<file path="config.mk">
export PLATFORM = sky130hd
export DESIGN_NAME = main
export DESIGN_NICKNAME = d
export VERILOG_FILES = /design/src/rtl/main.sv
export SDC_FILE = /design/constraint.sdc
export NUM_CORES = 1
export LEC_CHECK = 0
export ABC_AREA = 1
export CAP_MARGIN = 5
export CORE_AREA = 10 10 47 49
export DETAILED_ROUTE_END_ITERATION = 10
export DIE_AREA = 0 0 57 59
export GPL_TIMING_DRIVEN = 0
export PLACE_DENSITY = 0.85
export SYNTH_ARGS = -nofsm -noshare
export SYNTH_HDL_FRONTEND = slang
export SYNTH_SLANG_ARGS = --single-unit
</file>
<file path="constraint.sdc">
create_clock -name clk -period 2.5 [get_ports clk]
set_input_delay 0.75 -clock clk [delete_from_list [all_inputs] [get_ports clk]]
set_output_delay 0.75 -clock clk [all_outputs]
set_load 0.01 [all_outputs]
</file>
<file path="src/rtl/main.sv">
// Order-entry FSM for the Diego's kiosk: steps a customer through type, dish,
// size, side and drink, registering each choice and holding the finished order.
module main (
  input  logic       clk,
  input  logic       reset,
  input  logic       PB1,
  input  logic       PB2,
  input  logic       PB3,
  input  logic [1:0] A,
  output logic       T2,
  output logic       Ac2,
  output logic       B2,
  output logic [1:0] Ta2,
  output logic [1:0] P2,
  output logic [2:0] state
);

  typedef enum logic [2:0] {
    INICIO    = 3'd0,
    TIPO      = 3'd1,
    PRINCIPAL = 3'd2,
    TAMANO    = 3'd3,
    ACOMP     = 3'd4,
    BEBIDA    = 3'd5,
    LISTO     = 3'd6
  } state_t;

  logic [2:0] state_q;
  logic [2:0] state_d;
  logic       t2_d;
  logic       ac2_d;
  logic       b2_d;
  logic [1:0] ta2_d;
  logic [1:0] p2_d;

  // State register; order outputs are registered alongside it.
  always_ff @(posedge clk or negedge reset) begin
    if (!reset) begin
      state_q <= INICIO;
      T2      <= 1'b0;
      Ac2     <= 1'b0;
      B2      <= 1'b0;
      Ta2     <= 2'b00;
      P2      <= 2'b00;
    end else begin
      state_q <= state_d;
      T2      <= t2_d;
      Ac2     <= ac2_d;
      B2      <= b2_d;
      Ta2     <= ta2_d;
      P2      <= p2_d;
    end
  end

  // Next-state logic; cancel outranks every other input.
  always_comb begin
    state_d = state_q;
    if (PB3) begin
      state_d = INICIO;
    end else begin
      case (state_q)
        INICIO:    if (PB1) state_d = TIPO;
        TIPO:      if (PB1 || PB2) state_d = PRINCIPAL;
        PRINCIPAL: if (A != 2'b00) state_d = TAMANO;
        TAMANO:    if (A != 2'b00) state_d = ACOMP;
        ACOMP:     if (PB1 || PB2) state_d = BEBIDA;
        BEBIDA:    if (PB1 || PB2) state_d = LISTO;
        LISTO:     state_d = LISTO;
        default:   state_d = INICIO;
      endcase
    end
  end

  // Output logic: hold by default, capture the choice made in the current step.
  always_comb begin
    t2_d  = T2;
    ac2_d = Ac2;
    b2_d  = B2;
    ta2_d = Ta2;
    p2_d  = P2;
    if (PB3 || state_q == 3'd7) begin
      t2_d  = 1'b0;
      ac2_d = 1'b0;
      b2_d  = 1'b0;
      ta2_d = 2'b00;
      p2_d  = 2'b00;
    end else begin
      case (state_q)
        TIPO:      if (PB1 || PB2) t2_d = PB1;
        PRINCIPAL: if (A != 2'b00) p2_d = A;
        TAMANO:    if (A != 2'b00) ta2_d = A;
        ACOMP:     if (PB1 || PB2) ac2_d = PB1;
        BEBIDA:    if (PB1 || PB2) b2_d = PB1;
        default:   ;
      endcase
    end
  end

  assign state = state_q;

endmodule

</file>
# After elaboration in Yosys (flattened, before gate mapping)
# Index checks and enable logic that the tools add are counted.
# W data, S select, Z words.
[word_totals]
register_bits = 10
input_bits = 7
output_inout_bits = 10
wordCells = 56
[classes]
eq_ne = 13
muxes = 20
reduce_logical = 17
[ops]
columns = ["cell", "count"]
rows = [
  ["$mux W3", 7],
  ["$pmux W3 S7", 1],
  ["$ne A3 B3 Y1 const B", 6],
  ["$reduce_bool A2 Y1", 8],
  ["$eq A3 B3 Y1 const B", 4],
  ["$mux W2", 5],
  ["$reduce_and A2 Y1", 5],
  ["$mux W1", 7],
  ["$eq A3 B2 Y1 const B", 2],
  ["$reduce_and A6 Y1", 1],
  ["$eq A3 B1 Y1 const B", 1],
  ["$logic_not A3 Y1", 1],
  ["$logic_or A1 B1 Y1", 2],
]

# Logic depth before layout (Yosys ltp)
[depth]
depth_word = 4
ltp_mapped = 7
mapped_depth_nobuf = 6

# Worst setup path before layout
# OpenSTA, ideal clock, no wires.
[synth_path]
path_kind = "input port to flip-flop"
start = "input A[0]"
end = "register state_q[2], in the netlist state[2]"
setup_ps = 121
arrival_ps = 1257
t_required_ps = 2379
setup_slack_ps = 1122
stages = 4
path_buffers = 0
cell_sequence = "nor2_1 nand3_1 nand3_1 a21oi_1"
[synth_between]
elab_chain_cells = 3
[synth_lines]
columns = ["item", "line_no", "source"]
rows = [
  ["start, declared", "9", "input logic [1:0] A,"],
  ["$reduce_bool A2 Y1 (*)", "64, 65", ""],
  ["$ne A3 B3 Y1 (no source line)", "--", ""],
  ["$reduce_and A6 Y1 (no source line) (*)", "--", ""],
  ["end signal, assigned", "46", "state_q <= state_d;"],
  ["end, declared", "28", "logic [2:0] state_q;"],
]
# Mark *: on every way between the ends. The rest lies on a longest branch, timed or not.
# A chain may end at the register's enable or synchronous reset.

# Worst setup path in the final report
[layout_path]
start = "register state_q[2], in the netlist state[2]"
end = "output state[2]"
[layout_lines]
columns = ["item", "line_no", "source"]
rows = [
  ["end, declared", "15", "output logic [2:0] state"],
]
# No word-level cell between the ends.

==> impl_metrics.py <==
metrics = {
    "run_status": {
        "status": "completed",
    },
    "clock_network": {
        "cts_made_buffers": 3,
        "h-tree-depth": 1,
        "ctsHoldBuffers": 0,
        "post-cts-setup-buffers": 0,
        "path_clk_slew_ps": 60,
        "cts-root-buf": "clkbuf_4",
        "cts-resized-gates": 0,
        "cts_tree": "yes",
        "clk_path_buf_depth": 2,
        "clock_sinks": 10,
        "clock_latency_ps": 270,
    },
    "pwr": {
        "pwr-share-comb_pct": 52.1,
        "swShare_pct": 39.68,
        "p_clk_share_pct": 13.6,
        "vdd_drop_max_mv": 0.5218,
        "cellPowerDensity_nw_per_um2": 1037,
        "power.switching_mw": 0.3296,
        "p_seq_share_pct": 34.2,
        "power.leakage_nw": 0.3800,
        "p_int_mw": 0.5011,
    },
    "grt": {
        "grt_pass1_vias": 498,
        "grt.overflow.total": 0,
        "grt_pass1_wl_um": 2187,
        "antenna_found_initial": 0,
        "grt_use_total_pct": 8.180,
        "grt_start_max_net_pins": 11,
    },
    "logic_synthesis": {
        "synthCells": 75,
        "syn_avg_cell_area_um2": 7.974,
        "seq_area_frac_synth_pct": 41.84,
        "synth_cell_types": 19,
        "synthTopCellsByArea": "dfrtp_1 42%, nand2_1 8.8%, nand3_1 7.5%, inv_1 7.5%, o21ai_1 6.7%",
        "synth-seq-cells": 10,
        "synth_top_area_share_pct": 41.84,
        "syn_nets": 82,
        "synth_top_cell_by_area": "dfrtp_1",
        "ys_warn_count": 0,
        "syn_area_um2": 598.1,
    },
    "critical_path": {
        "critical_path.endpoint_type": "primary output",
        "worstSetupStartpoint": "state[2]",
        "r2r_setup_slack_ps": 1360,
        "reg2regPathDepth": 6,
        "r2r-start": "state[2]",
        "required_ps": 1750,
        "cp_slowest_stage_delay_ps": 610,
        "path_buf_inv": 1,
        "crit_cells": 1,
        "crit_end": "state[2]",
        "path_max_fanout": 7,
        "r2r-end": "B2",
        "crit_chain": "clkdlybuf4s50_1",
        "arrival_ps": 1390,
        "crit_slowest_cell": "clkdlybuf4s50_1",
        "startpoint_type": "register",
        "criticalPathCategory": "register to primary output",
        "crit_family": "buffers and inverters",
    },
    "hold_path": {
        "hold_path_class": "register to register",
    },
    "place": {
        "dp_cells": 107,
        "io_buffers": 16,
        "gp_congestion": 0.9136,
        "hpwl_um": 1062,
    },
    "floorplan": {
        "die-area_um2": 3363,
        "pin_count": 17,
        "die_w_um": 57,
        "rows": 14,
        "design.core.area_um2": 1401,
        "die-height_um": 59,
        "start_util_pct": 42.68,
    },
    "routing": {
        "drc": 0,
        "final_antenna_net_count": 0,
        "drt_wl_total_um": 1295,
        "route.vias.total": 542,
        "wl_per_cell_um": 11.77,
        "drt-initial-drc-count": 11,
        "dr.pass1.iters": 5,
        "drt-vias-per-instance": 4.927,
    },
    "timing": {
        "slew_headroom_pct": 68.97,
        "fin_skew_ps": 1.260,
        "maxClockFrequency_ghz": 0.4673,
        "finalSetupTns_ps": 0,
        "grt_setup_unrepaired": "false",
        "tightest_slew_ps": 464.0,
        "drv_slew": 0,
        "setup_viol": 0,
        "timing.final.crit_share_pct": 85.59,
        "finalCriticalPeriod_ps": 2140,
        "finalHoldViolations": 0,
    },
    "final_layout": {
        "area_growth_pct": 33.89,
        "antenna_cells": 0,
        "drive_gt1_share_pct": 19.15,
        "instances_no_fill": 110,
        "fillers": 134,
        "nets": 103,
    },
    "run": {
        "maxCapViolations": 0,
    },
}
## final cells by class
| type | count | area [µm²] | area share, % |
|---|---|---|---|
| well taps | 16 | 20.02 | 2.500 |
| clock buffers | 3 | 22.52 | 2.812 |
| plain buffers | 1 | 11.26 | 1.406 |
| flip-flops and latches | 10 | 250.2 | 31.25 |
| multi-input cells | 50 | 284.0 | 35.47 |
| inverters | 14 | 52.55 | 6.563 |
| repair buffers | 16 | 160.2 | 20.00 |
## how the worst min path moves through the flow
stage / start / slack [ps] / cells after the start / endpoint
CTS: Ta2[0] / 510 / 2 / Ta2[0]
finish: Ta2[0] / 500 / 2 / Ta2[0]
detailed placement: Ta2[0] / 490 / 2 / Ta2[0]
global placement: Ta2[0] / 470 / 2 / Ta2[0]
floorplan: reset / 450 / 0 / Ac2
global route: Ta2[0] / 550 / 2 / Ta2[0]
## synth_stat cells
cell,n
o21bai_1,1
nand3_1,9
a21oi_2,1
o21ai_1,8
nand4_1,1
nor2_4,1
inv_1,12
dfrtp_1,10
inv_2,2
nor2_2,1
buf_6,1
nand2_1,14
or2_0,1
nand2_4,2
nand3_2,2
o21ai_2,4
a21oi_1,1
nand2_2,1
nor2_1,3
## per-stage QoR
step / power, mW / hold WS [ps] / area [µm²] / utilization, % / setup slack, ps
floorplan: 0.5327 / 454.4 / 598.1 / - / 1122
global placement: 0.7151 / 473.2 / 778.2 / 55.54 / 556.1
detailed placement: 0.7281 / 489.4 / 778.2 / 55.54 / 548.5
CTS: 0.8445 / 505.8 / 800.8 / 57.14 / 357.4
global route: 0.9025 / 546.5 / 800.8 / 57.14 / 301.3
finish: 0.8308 / 496.8 / 800.8 / 57.14 / 360.2
## cell usage in the layout, fill, tap and decap left out
| master | synthesis | final |
|---|---|---|
| a21oi_1 | 1 | 1 |
| nor2_1 | 3 | 3 |
| a21oi_2 | 1 | 1 |
| nor2_2 | 1 | 1 |
| nand2_4 | 2 | 2 |
| nand2_1 | 14 | 14 |
| dfrtp_1 | 10 | 10 |
| nand2_2 | 1 | 1 |
| nand3_1 | 9 | 9 |
| inv_1 | 12 | 12 |
| or2_0 | 1 | 1 |
| nor2_4 | 1 | 1 |
| clkdlybuf4s50_1 | 0 | 16 |
| o21ai_2 | 4 | 4 |
| inv_2 | 2 | 2 |
| nand4_1 | 1 | 1 |
| o21bai_1 | 1 | 1 |
| clkbuf_4 | 0 | 3 |
| buf_6 | 1 | 1 |
| nand3_2 | 2 | 2 |
| o21ai_1 | 8 | 8 |
## per-layer routing
metal	up-vias	share of wire, %	GRT usage (%)
met1	242	43	9.459
met3	2	11	3.863
li1	281	-	-
met4	0	1.9	5.034
met2	17	44	11.94
met5	-	0	0
## logic make-up after synthesis
group                  share of synthesized area, %
buffers and inverters                         10.67
DFF                                           41.84
and+or+nand+nor                               31.38
AOI/OAI and AO/OA                             16.11
## flip-flops by register name, summed over array words and instances (netlist names)
register,flops
Ta2,2
T2,1
state,3
P2,2
B2,1
Ac2,1
## power by group through the flow
stage | Combinational (mW) | Clock (mW) | Sequential, mW
3_5_place_dp | 0.440 | 0 | 0.288
6_report | 0.433 | 0.113 | 0.284
3_3_place_gp | 0.430 | 0 | 0.285
5_1_grt | 0.484 | 0.123 | 0.296
2_1_floorplan | 0.218 | 0 | 0.315
4_1_cts | 0.442 | 0.117 | 0.286
Note: power is estimated with default switching activity, not from simulation.
